===== config.mk =====
export PLATFORM = sky130hd
export DESIGN_NAME = if_fetch_unit
export DESIGN_NICKNAME = d
export VERILOG_FILES = /design/src/rtl/if_fetch_unit_pkg.sv /design/src/rtl/if_fetch_unit_fetch_fifo.sv /design/src/rtl/if_fetch_unit.sv
export SDC_FILE = /design/constraint.sdc
export NUM_CORES = 1
export LEC_CHECK = 0
export BUFFER_PORTS_ARGS = -buffer_cell sky130_fd_sc_hd__buf_2
export CAP_MARGIN = 25
export CORE_MARGIN = 1.5
export CORE_UTILIZATION = 55
export CTS_CLUSTER_SIZE = 12
export DETAILED_ROUTE_END_ITERATION = 10
export HOLD_SLACK_MARGIN = 0.1
export PLACE_DENSITY = 0.76
export SETUP_SLACK_MARGIN = 0.3
export SYNTH_ARGS = -nofsm -noshare
export SYNTH_HDL_FRONTEND = slang
export SYNTH_SLANG_ARGS = --single-unit

===== constraint.sdc =====
create_clock -name i_clk -period 5.1 [get_ports i_clk]
set_input_delay 0.51 -clock i_clk [delete_from_list [all_inputs] [get_ports i_clk]]
set_output_delay 0.51 -clock i_clk [all_outputs]
set_load 0.03 [all_outputs]

===== src/rtl/if_fetch_unit_pkg.sv =====
// if_fetch_unit_pkg: shared RV32I constants for the fetch stage and register file
package if_fetch_unit_pkg;
    localparam int RF_ADD_SIZE = 5;
    localparam int XLEN = 32;
    localparam logic [31:0] NOP_INSTR = 32'h0000_0013;
    localparam logic [31:0] RESET_PC_DEFAULT = 32'h0000_0000;
endpackage


===== src/rtl/if_fetch_unit_fetch_fifo.sv =====
// fetch_fifo: synchronous FIFO with flush (flush wins over push) and occupancy count
module fetch_fifo
    import if_fetch_unit_pkg::*;
#(
    parameter int WIDTH = 2 * XLEN,
    parameter int DEPTH = 4
) (
    input  logic                     clk,
    input  logic                     rst,
    input  logic                     push,
    input  logic                     pop,
    input  logic                     flush,
    input  logic [WIDTH-1:0]         wdata,
    output logic [WIDTH-1:0]         rdata,
    output logic                     full,
    output logic                     empty,
    output logic [$clog2(DEPTH):0]   count
);
    localparam int AW = $clog2(DEPTH);
    logic [WIDTH-1:0] mem [DEPTH];
    logic [AW-1:0] rd_ptr, wr_ptr;
    logic [AW:0] cnt;
    logic do_push, do_pop;
    assign do_pop = pop && !empty;
    assign do_push = push && (!full || do_pop);
    assign full = cnt == (AW+1)'(DEPTH);
    assign empty = cnt == '0;
    assign count = cnt;
    assign rdata = mem[rd_ptr];
    // pointer and occupancy bookkeeping; pointers wrap naturally at DEPTH
    always_ff @(posedge clk or posedge rst) begin
        if (rst) begin
            rd_ptr <= '0;
            wr_ptr <= '0;
            cnt <= '0;
        end else if (flush) begin
            rd_ptr <= '0;
            wr_ptr <= '0;
            cnt <= '0;
        end else begin
            wr_ptr <= do_push ? wr_ptr + 1'b1 : wr_ptr;
            rd_ptr <= do_pop ? rd_ptr + 1'b1 : rd_ptr;
            cnt <= cnt + (AW+1)'(do_push) - (AW+1)'(do_pop);
        end
    end
    // storage write; contents need no reset since occupancy gates every read
    always_ff @(posedge clk) begin
        if (do_push && !flush) mem[wr_ptr] <= wdata;
    end
endmodule


===== src/rtl/if_fetch_unit.sv =====
// if_fetch_unit: RV32I fetch stage with credit-limited requests, response buffer and redirect squash
module if_fetch_unit
    import if_fetch_unit_pkg::*;
#(
    parameter int          XLEN = if_fetch_unit_pkg::XLEN,
    parameter logic [31:0] RESET_PC = RESET_PC_DEFAULT,
    parameter int          BUF_DEPTH = 4,
    parameter int          MAX_OUTSTANDING = 2
) (
    input  logic            i_clk,
    input  logic            i_rst,
    output logic            o_imem_req,
    output logic [XLEN-1:0] o_imem_addr,
    input  logic            i_imem_gnt,
    input  logic            i_imem_rvalid,
    input  logic [XLEN-1:0] i_imem_rdata,
    input  logic            i_if_stall,
    input  logic            i_redirect,
    input  logic [XLEN-1:0] i_redirect_pc,
    output logic            o_id_valid,
    output logic [XLEN-1:0] o_id_instr,
    output logic [XLEN-1:0] o_id_pc,
    output logic [XLEN-1:0] o_id_pc_plus4
);
    localparam int CW = $clog2(BUF_DEPTH + MAX_OUTSTANDING) + 1;
    localparam int FW = $clog2(BUF_DEPTH) + 1;
    localparam int QW = $clog2(MAX_OUTSTANDING) + 1;
    logic [XLEN-1:0] fetch_pc, pcq_head;
    logic [CW-1:0] live, drop, live_dec, live_nxt, drop_nxt;
    logic started, accept, keep, discard, pop;
    logic [FW-1:0] buf_count;
    logic [QW-1:0] pcq_count;
    logic buf_full, buf_empty, pcq_full, pcq_empty;
    logic [2*XLEN-1:0] buf_head;
    assign o_imem_req = started && !i_redirect
        && (CW'(buf_count) + live < CW'(BUF_DEPTH))
        && (live + drop < CW'(MAX_OUTSTANDING));
    assign o_imem_addr = fetch_pc;
    assign accept = o_imem_req && i_imem_gnt;
    assign keep = i_imem_rvalid && drop == '0;
    assign discard = i_imem_rvalid && drop != '0;
    assign pop = o_id_valid && !i_if_stall;
    assign o_id_valid = !buf_empty;
    assign o_id_instr = o_id_valid ? buf_head[XLEN-1:0] : XLEN'(NOP_INSTR);
    assign o_id_pc = o_id_valid ? buf_head[2*XLEN-1:XLEN] : '0;
    assign o_id_pc_plus4 = o_id_pc + XLEN'(4);
    // same-cycle response settles against the old totals before a redirect moves live into drop
    always_comb begin
        live_dec = live + CW'(accept) - CW'(keep);
        live_nxt = i_redirect ? '0 : live_dec;
        drop_nxt = i_redirect ? drop - CW'(discard) + live_dec : drop - CW'(discard);
    end
    // fetch PC and in-flight accounting; started holds req low until the first cycle out of reset
    always_ff @(posedge i_clk or posedge i_rst) begin
        if (i_rst) begin
            started <= 1'b0;
            fetch_pc <= XLEN'(RESET_PC);
            live <= '0;
            drop <= '0;
        end else begin
            started <= 1'b1;
            fetch_pc <= i_redirect ? i_redirect_pc : accept ? fetch_pc + XLEN'(4) : fetch_pc;
            live <= live_nxt;
            drop <= drop_nxt;
        end
    end
    fetch_fifo #(.WIDTH(2 * XLEN), .DEPTH(BUF_DEPTH)) u_buf (
        .clk   (i_clk),
        .rst   (i_rst),
        .push  (keep),
        .pop   (pop),
        .flush (i_redirect),
        .wdata ({pcq_head, i_imem_rdata}),
        .rdata (buf_head),
        .full  (buf_full),
        .empty (buf_empty),
        .count (buf_count)
    );
    fetch_fifo #(.WIDTH(XLEN), .DEPTH(MAX_OUTSTANDING)) u_pcq (
        .clk   (i_clk),
        .rst   (i_rst),
        .push  (accept),
        .pop   (i_imem_rvalid),
        .flush (1'b0),
        .wdata (fetch_pc),
        .rdata (pcq_head),
        .full  (pcq_full),
        .empty (pcq_empty),
        .count (pcq_count)
    );
    a_rvalid_tracked: assert property (@(posedge i_clk) disable iff (i_rst)
        i_imem_rvalid |-> (live + drop) != '0);
    a_addr_aligned: assert property (@(posedge i_clk) disable iff (i_rst)
        o_imem_addr[1:0] == 2'b00);
    a_pcq_in_sync: assert property (@(posedge i_clk) disable iff (i_rst)
        CW'(pcq_count) == live + drop);
    a_no_overflow: assert property (@(posedge i_clk) disable iff (i_rst)
        !(keep && buf_full && !pop) && !(accept && pcq_full) && !(i_imem_rvalid && pcq_empty));
endmodule


==> qor.yml, run 1 <==
worst_setup_path:
  critical_path_class: "flip-flop to flip-flop"
  path_max_fanout: 23
  r2r-start: "live[2]"
  reg2reg_slack_ns: 0.54
  arrival_ns: 4.96
  slowest_delay_ns: 0.61
  worst-path-stages: 16
  critPathSlowestCell: "a2111o_4"
  crit_required_ns: 5.50
  crit_start: "live[2]"
  path_buf_inv: 2
  rr_endpoint: "drop[3]"
  endpoint_kind: "flip-flop"
  crit_top_cell: "ha_1"
  crit_chain: "ha_1, and4_4, or3_4, a2111o_4, a21oi_4, inv_4, ha_1, inv_1, ha_1, fa_1, ha_1, a21o_1, a21oi_1, nor2_1, nand3b_1, xnor2_1"
  critPathLaunchType: "flip-flop"
  path_delay_family: "adder cells"
  rr_worst_depth: 16
  worstSetupEndpoint: "drop[3]"
placement:
  post-place-cells: 1570
  io_buffers: 199
  place.gp.congestion: 0.834
  place_ws_ns: 0.513
  dp_hpwl_um: 21800
finish:
  fillers: 2032
  regArea_um2: 10900
  syn2layout_area_growth_pct: 15.4
  multiInputGateArea_um2: 5070
  drive_above_1_share: 0.312
  diodes: 0
  final_cells: 1635
  fin_nets: 1325
logic_synthesis:
  synth_area_leader_cell: "edfxtp_1"
  synth_cells: 1023
  yosysSeqAreaShare: 0.668
  syn_area_per_cell_um2: 16.0
  synth-edff-count: 320
  async_flop_share: 0.140
  syn-num-nets: 1120
  ys_dominant_reg_cell: "edfxtp_1"
  synth_cell_type_count: 64
  synth_top_area_frac: 0.589
  ys_ff_latch: 372
  netlist_area_um2: 16300
  synthTopCellsByArea: "edfxtp_1, mux4_2, dfrtp_1"
  ys_warn_count: 0
detailed_routing:
  wl_um: 34200
  initialDrtViolationCount: 824
  via_count: 9484
  wl_per_cell_um: 20.9
  drc_errors: 0
  viasPerCell: 5.80
  dr.pass1.iters: 5
  antenna_left: 0
die:
  die_h_um: 175
  dieArea_um2: 30700
  core_um2: 28900
  rows: 62
  pin_count: 200
  die_x_um: 175
  initial_core_util: 0.564
global_routing:
  grt_max_degree: 65
  overflow: 0
  grt_first_pass_wirelength_um: 53200
  grt_usage: 0.227
  grt_pass1_vias: 9579
  antenna_found_initial: 0
power:
  total_power_w: 0.00933
  leakagePower_nw: 6.81
  p_per_area_nw_per_um2: 495
  peakVddDrop_uv: 307
timing:
  fmax_ghz: 0.220
  slew_violations: 0
  skew_ns: 0.0185
  max_slew_margin: 0.326
  fin_crit_sh: 0.893
  finalSetupTns_ns: 0
  grt_setup_unrepaired: "false"
  finalSetupViolations: 0
  layout_setup_ws_ns: 0.545
  hold_viol_final: 0
  period_needed_ns: 4.56
  worst_slew_pin_slew_ns: 1.01
status:
  outcome: "complete, no violations"
min_path:
  hp-class: "input port to asynchronous set/reset pin"
clocking:
  cts_buffer_depth: 3
  cts_root_buf: "clkbuf_16"
  clkSinkCount: 372
  cts_tree: "yes"
  htree_levels: 2
  clkTransAtPathRegs_ns: 0.06
  clock_latency_ns: 0.52
  cts_setup_buffers: 0
  numCtsBuffers: 39
job:
  cap_violations: 0
flip-flops by register name, indices dropped and copies added, names as in the netlist:
register,count
o_imem_addr,32
u_buf.count,3
u_buf.mem,256
started,1
u_buf.wr_ptr,2
u_pcq.mem,64
u_buf.rd_ptr,2
u_pcq.count,2
u_pcq.wr_ptr,1
u_pcq.rd_ptr,1
live,4
drop,4
synthesized netlist by cell type, types with 23 or more instances:
cell type	instances
inv_1	35
xnor2_1	36
nand2_1	69
mux2_2	37
nor2_1	34
edfxtp_1	320
and2_1	76
nand3_1	32
clkbuf_1	25
mux4_2	68
dfrtp_1	52
ha_1	23
cell usage in the layout, fill, tap and decap left out, types with 4 or more instances in the layout:
master	Yosys	layout
buf_2	11	199
o311ai_0	6	6
buf_4	6	10
nor3_1	8	7
inv_1	35	34
xnor2_1	36	36
a31oi_1	10	10
edfxtp_1	320	320
nand4_1	16	16
or2_2	5	5
or4_1	5	5
clkbuf_16	0	41
nor2_1	34	34
ha_1	23	23
nor2b_1	8	7
o21ai_0	21	21
a21oi_1	7	7
clkinv_1	0	5
and3_1	10	10
and2_4	0	4
xor2_1	22	22
dfrtp_1	52	50
a21o_1	6	6
clkbuf_1	25	13
a211oi_1	6	6
nand2_1	69	69
mux2_2	37	37
and4_1	5	5
fa_1	4	4
nand3b_1	5	5
nand3_1	32	32
mux4_2	68	68
or3_1	7	7
clkinv_2	0	5
and2_1	76	72
timing repair:
item,CTS,global route
endpoints found under the setup margin,0,3
hold buffers,0,0
resized for setup,0,3
per-stage QoR:
| stage | area, µm² | utilization | hold WS [ns] |
|---|---|---|---|
| global route | 18800 | 0.651 | 0.199 |
| global placement | 17700 | 0.611 | 0.482 |
| detailed placement | 17700 | 0.611 | 0.483 |
| floorplan | 16300 | - | 0.455 |
| finish | 18800 | 0.651 | 0.176 |
| CTS | 18800 | 0.650 | 0.184 |
logic make-up after synthesis:
logic type	synth area share
AO/OA/AOI/OAI	0.0378
AND/OR/NAND/NOR	0.0982
flip-flops	0.668
other	0.000230
XOR/XNOR	0.0311
multiplexers	0.120
buffers and inverters	0.0220
adder cells (fa/ha/maj)	0.0225
per-layer routing:
| metal | vias to the layer above | share of wire | routed length [µm] | GRT usage |
|---|---|---|---|---|
| met4 | 0 | 0.016 | 552 | 0.0570 |
| met3 | 44 | 0.073 | 2510 | 0.0372 |
| met2 | 386 | 0.48 | 16200 | 0.365 |
| met5 | - | 0 | 0 | 0 |
| li1 | 4317 | - | - | - |
| met1 | 4737 | 0.44 | 14900 | 0.328 |
worst reg2reg max path: cells and delay by family (launching register included):
family	cells	cell delay, ns
DFF	1	0.42
adders and majority gates	5	1.63
buffers and inverters	2	0.19
and+or+nand+nor	4	0.78
xor gates and xnor gates	1	0.16
AOI/OAI and AO/OA	4	1.24
worst min path at each step:
stage | endpoint | slack, ns | cells past startpoint
3_5_place_dp | u_pcq.mem[1][1] | 0.48 | 0
3_3_place_gp | u_pcq.mem[0][1] | 0.48 | 0
6_report | o_imem_addr[26] | 0.18 | 3
5_1_grt | u_buf.mem[2][1] | 0.20 | 1
2_1_floorplan | u_pcq.wr_ptr | 0.46 | 1
4_1_cts | u_buf.mem[2][0] | 0.18 | 1
cell type report:
class                   instances  area share
flip-flops and latches        372       0.580
multi-input cells             567       0.269
repair buffers                211      0.0585
inverters                      37     0.00751
clock buffers                  54      0.0571
clock inverters                10     0.00232
well taps                     384      0.0255
power breakdown:
| part | leakage [nW] | switching, W | total [W] | internal [W] |
|---|---|---|---|---|
| clock network | 0.548 | 0.00105 | 0.00251 | 0.00146 |
| logic | 2.76 | 0.00196 | 0.00310 | 0.00114 |
| registers | 3.51 | 0.000212 | 0.00372 | 0.00351 |
(Power assumes the default switching activity.)
==> run 2, diff against run 1 <==
RECOVER_POWER = 100   (was not set)
==> qor.yml, run 2 (synthesized netlist as in run 1, its figures left out) <==
finish:
  layout_commonest_cell: "edfxtp_1"
  largest_reg_flops: 256
  multiInputGateArea_um2: 5010
  postLayoutCoreUtil: 0.642
  regArea_um2: 10900
  fin_nets: 1325
  fillers: 2115
  design_area_um2: 18600
  final_cells: 1635
  syn2layout_area_growth_pct: 13.8
  largest_register: "u_buf.mem"
  mostFrequentLayoutCells: "edfxtp_1, clkbuf_1, nand2_1"
  drive_above_1_share: 0.167
  diodes: 0
detailed_routing:
  viasPerCell: 5.83
  dr_wl_met2_um: 16200
  wl_met1_um: 14900
  initialDrtViolationCount: 731
  route.met3.wl_um: 2560
  highest_layer: "met4"
  antenna_left: 0
  wl_per_cell_um: 21.0
  via_count: 9534
  wl_um: 34400
  dr.pass1.iters: 5
  drc_errors: 0
worst_setup_path:
  path_max_fanout: 49
  critical_path_class: "flip-flop to output pin"
  r2r-start: "live[2]"
  rr_worst_depth: 16
  crit_chain: "buf_4, mux4_2, or3_1, nor2_1, o2111ai_1, mux2_2, clkbuf_1"
  slowest_delay_ns: 0.98
  rr_endpoint: "drop[3]"
  worstSetupEndpoint: "o_id_pc_plus4[25]"
  arrival_ns: 4.20
  reg2reg_slack_ns: 0.43
  crit_required_ns: 4.59
  critPathSlowestCell: "dfrtp_2"
  critPathLaunchType: "flip-flop"
  endpoint_kind: "output pin"
  crit_start: "u_buf.rd_ptr[1]"
die:
  initial_core_util: 0.564
  pin_count: 200
  rows: 62
  die_h_um: 175
  die_x_um: 175
  core_um2: 28900
  dieArea_um2: 30700
clocking:
  htree_levels: 2
  ctsHoldBuffers: 0
  numCtsBuffers: 39
  clock_latency_ns: 0.51
  clkTransAtPathRegs_ns: 0.06
  ctsResizeCount: 0
  cts_setup_buffers: 0
  cts_tree: "yes"
  cts_root_buf: "clkbuf_16"
  cts_buffer_depth: 3
  clkSinkCount: 372
timing:
  finalSetupViolations: 0
  skew_ns: 0.0158
  slew_violations: 378
  fmax_ghz: 0.212
  finalHoldWorstSlack_ns: 0.204
  finalSetupTns_ns: 0
  worst_slew_pin_slew_ns: 2.95
  grt_setup_unrepaired: "false"
  fin_crit_sh: 0.924
  max_slew_margin: -0.968
  period_needed_ns: 4.71
  hold_viol_final: 0
placement:
  place.gp.congestion: 0.834
  post-place-cells: 1570
  dp_hpwl_um: 21800
  placed_cell_area_um2: 17700
  io_buffers: 199
global_routing:
  grt_pass1_vias: 9579
  grt_usage: 0.227
  overflow: 0
  grt_max_degree: 65
  antenna_found_initial: 0
  grt_first_pass_wirelength_um: 53200
power:
  peakVddDrop_uv: 307
  leakagePower_nw: 6.35
  p_per_area_nw_per_um2: 495
min_path:
  hp-class: "input port to flip-flop"
status:
  outcome: "finished with violations"
  violations: "max-capacitance violations, max-slew violations"
job:
  cap_violations: 8
## run 2: worst min-delay path by stage
stage                     slack [ns]         endpoint              start  depth (start not counted)
after detailed placement        0.48  u_pcq.mem[1][1]     o_imem_addr[1]                          0
after global placement          0.48  u_pcq.mem[0][1]     o_imem_addr[1]                          0
final                           0.20  o_imem_addr[22]  i_redirect_pc[22]                          3
after global routing            0.20  o_imem_addr[19]  i_redirect_pc[19]                          3
after CTS                       0.18  u_buf.mem[2][0]    i_imem_rdata[0]                          1
after floorplan                 0.46     u_pcq.wr_ptr       u_pcq.wr_ptr                          1
## run 2: layout make-up
cell class,instances,area share
flip-flops and latches,372,0.587
multi-input cells,567,0.270
clock buffers,54,0.0578
repair buffers,211,0.0492
well taps,384,0.0259
inverters,37,0.00761
clock inverters,10,0.00236
## run 2: power by group
group	switching, W	internal [W]	total (W)
registers	0.000210	0.00351	0.00372
logic	0.00197	0.00101	0.00298
clock network	0.00105	0.00146	0.00251
total	0.00322	0.00598	0.00920
## run 2: layer usage
layer,vias to the layer above,track usage
met2,393,0.365
li1,4320,-
met5,-,0
met1,4772,0.328
met3,49,0.0372
met4,0,0.0570
## run 2: worst max-delay path, delay by kind of cell (launching register included)
kind,cells,cell delay (ns)
AOI/OAI and AO/OA,1,0.21
buffers and inverters,2,0.96
DFF,1,0.98
muxes,2,0.88
and+or+nand+nor,2,0.57
## run 2: stage by stage
step / total power, W / setup slack [ns]
global placement: 0.00681 / 0.610
floorplan: 0.00603 / 0.789
global route: 0.00963 / 0.196
detailed placement: 0.00686 / 0.513
finish: 0.00920 / 0.389
CTS: 0.00939 / 0.469
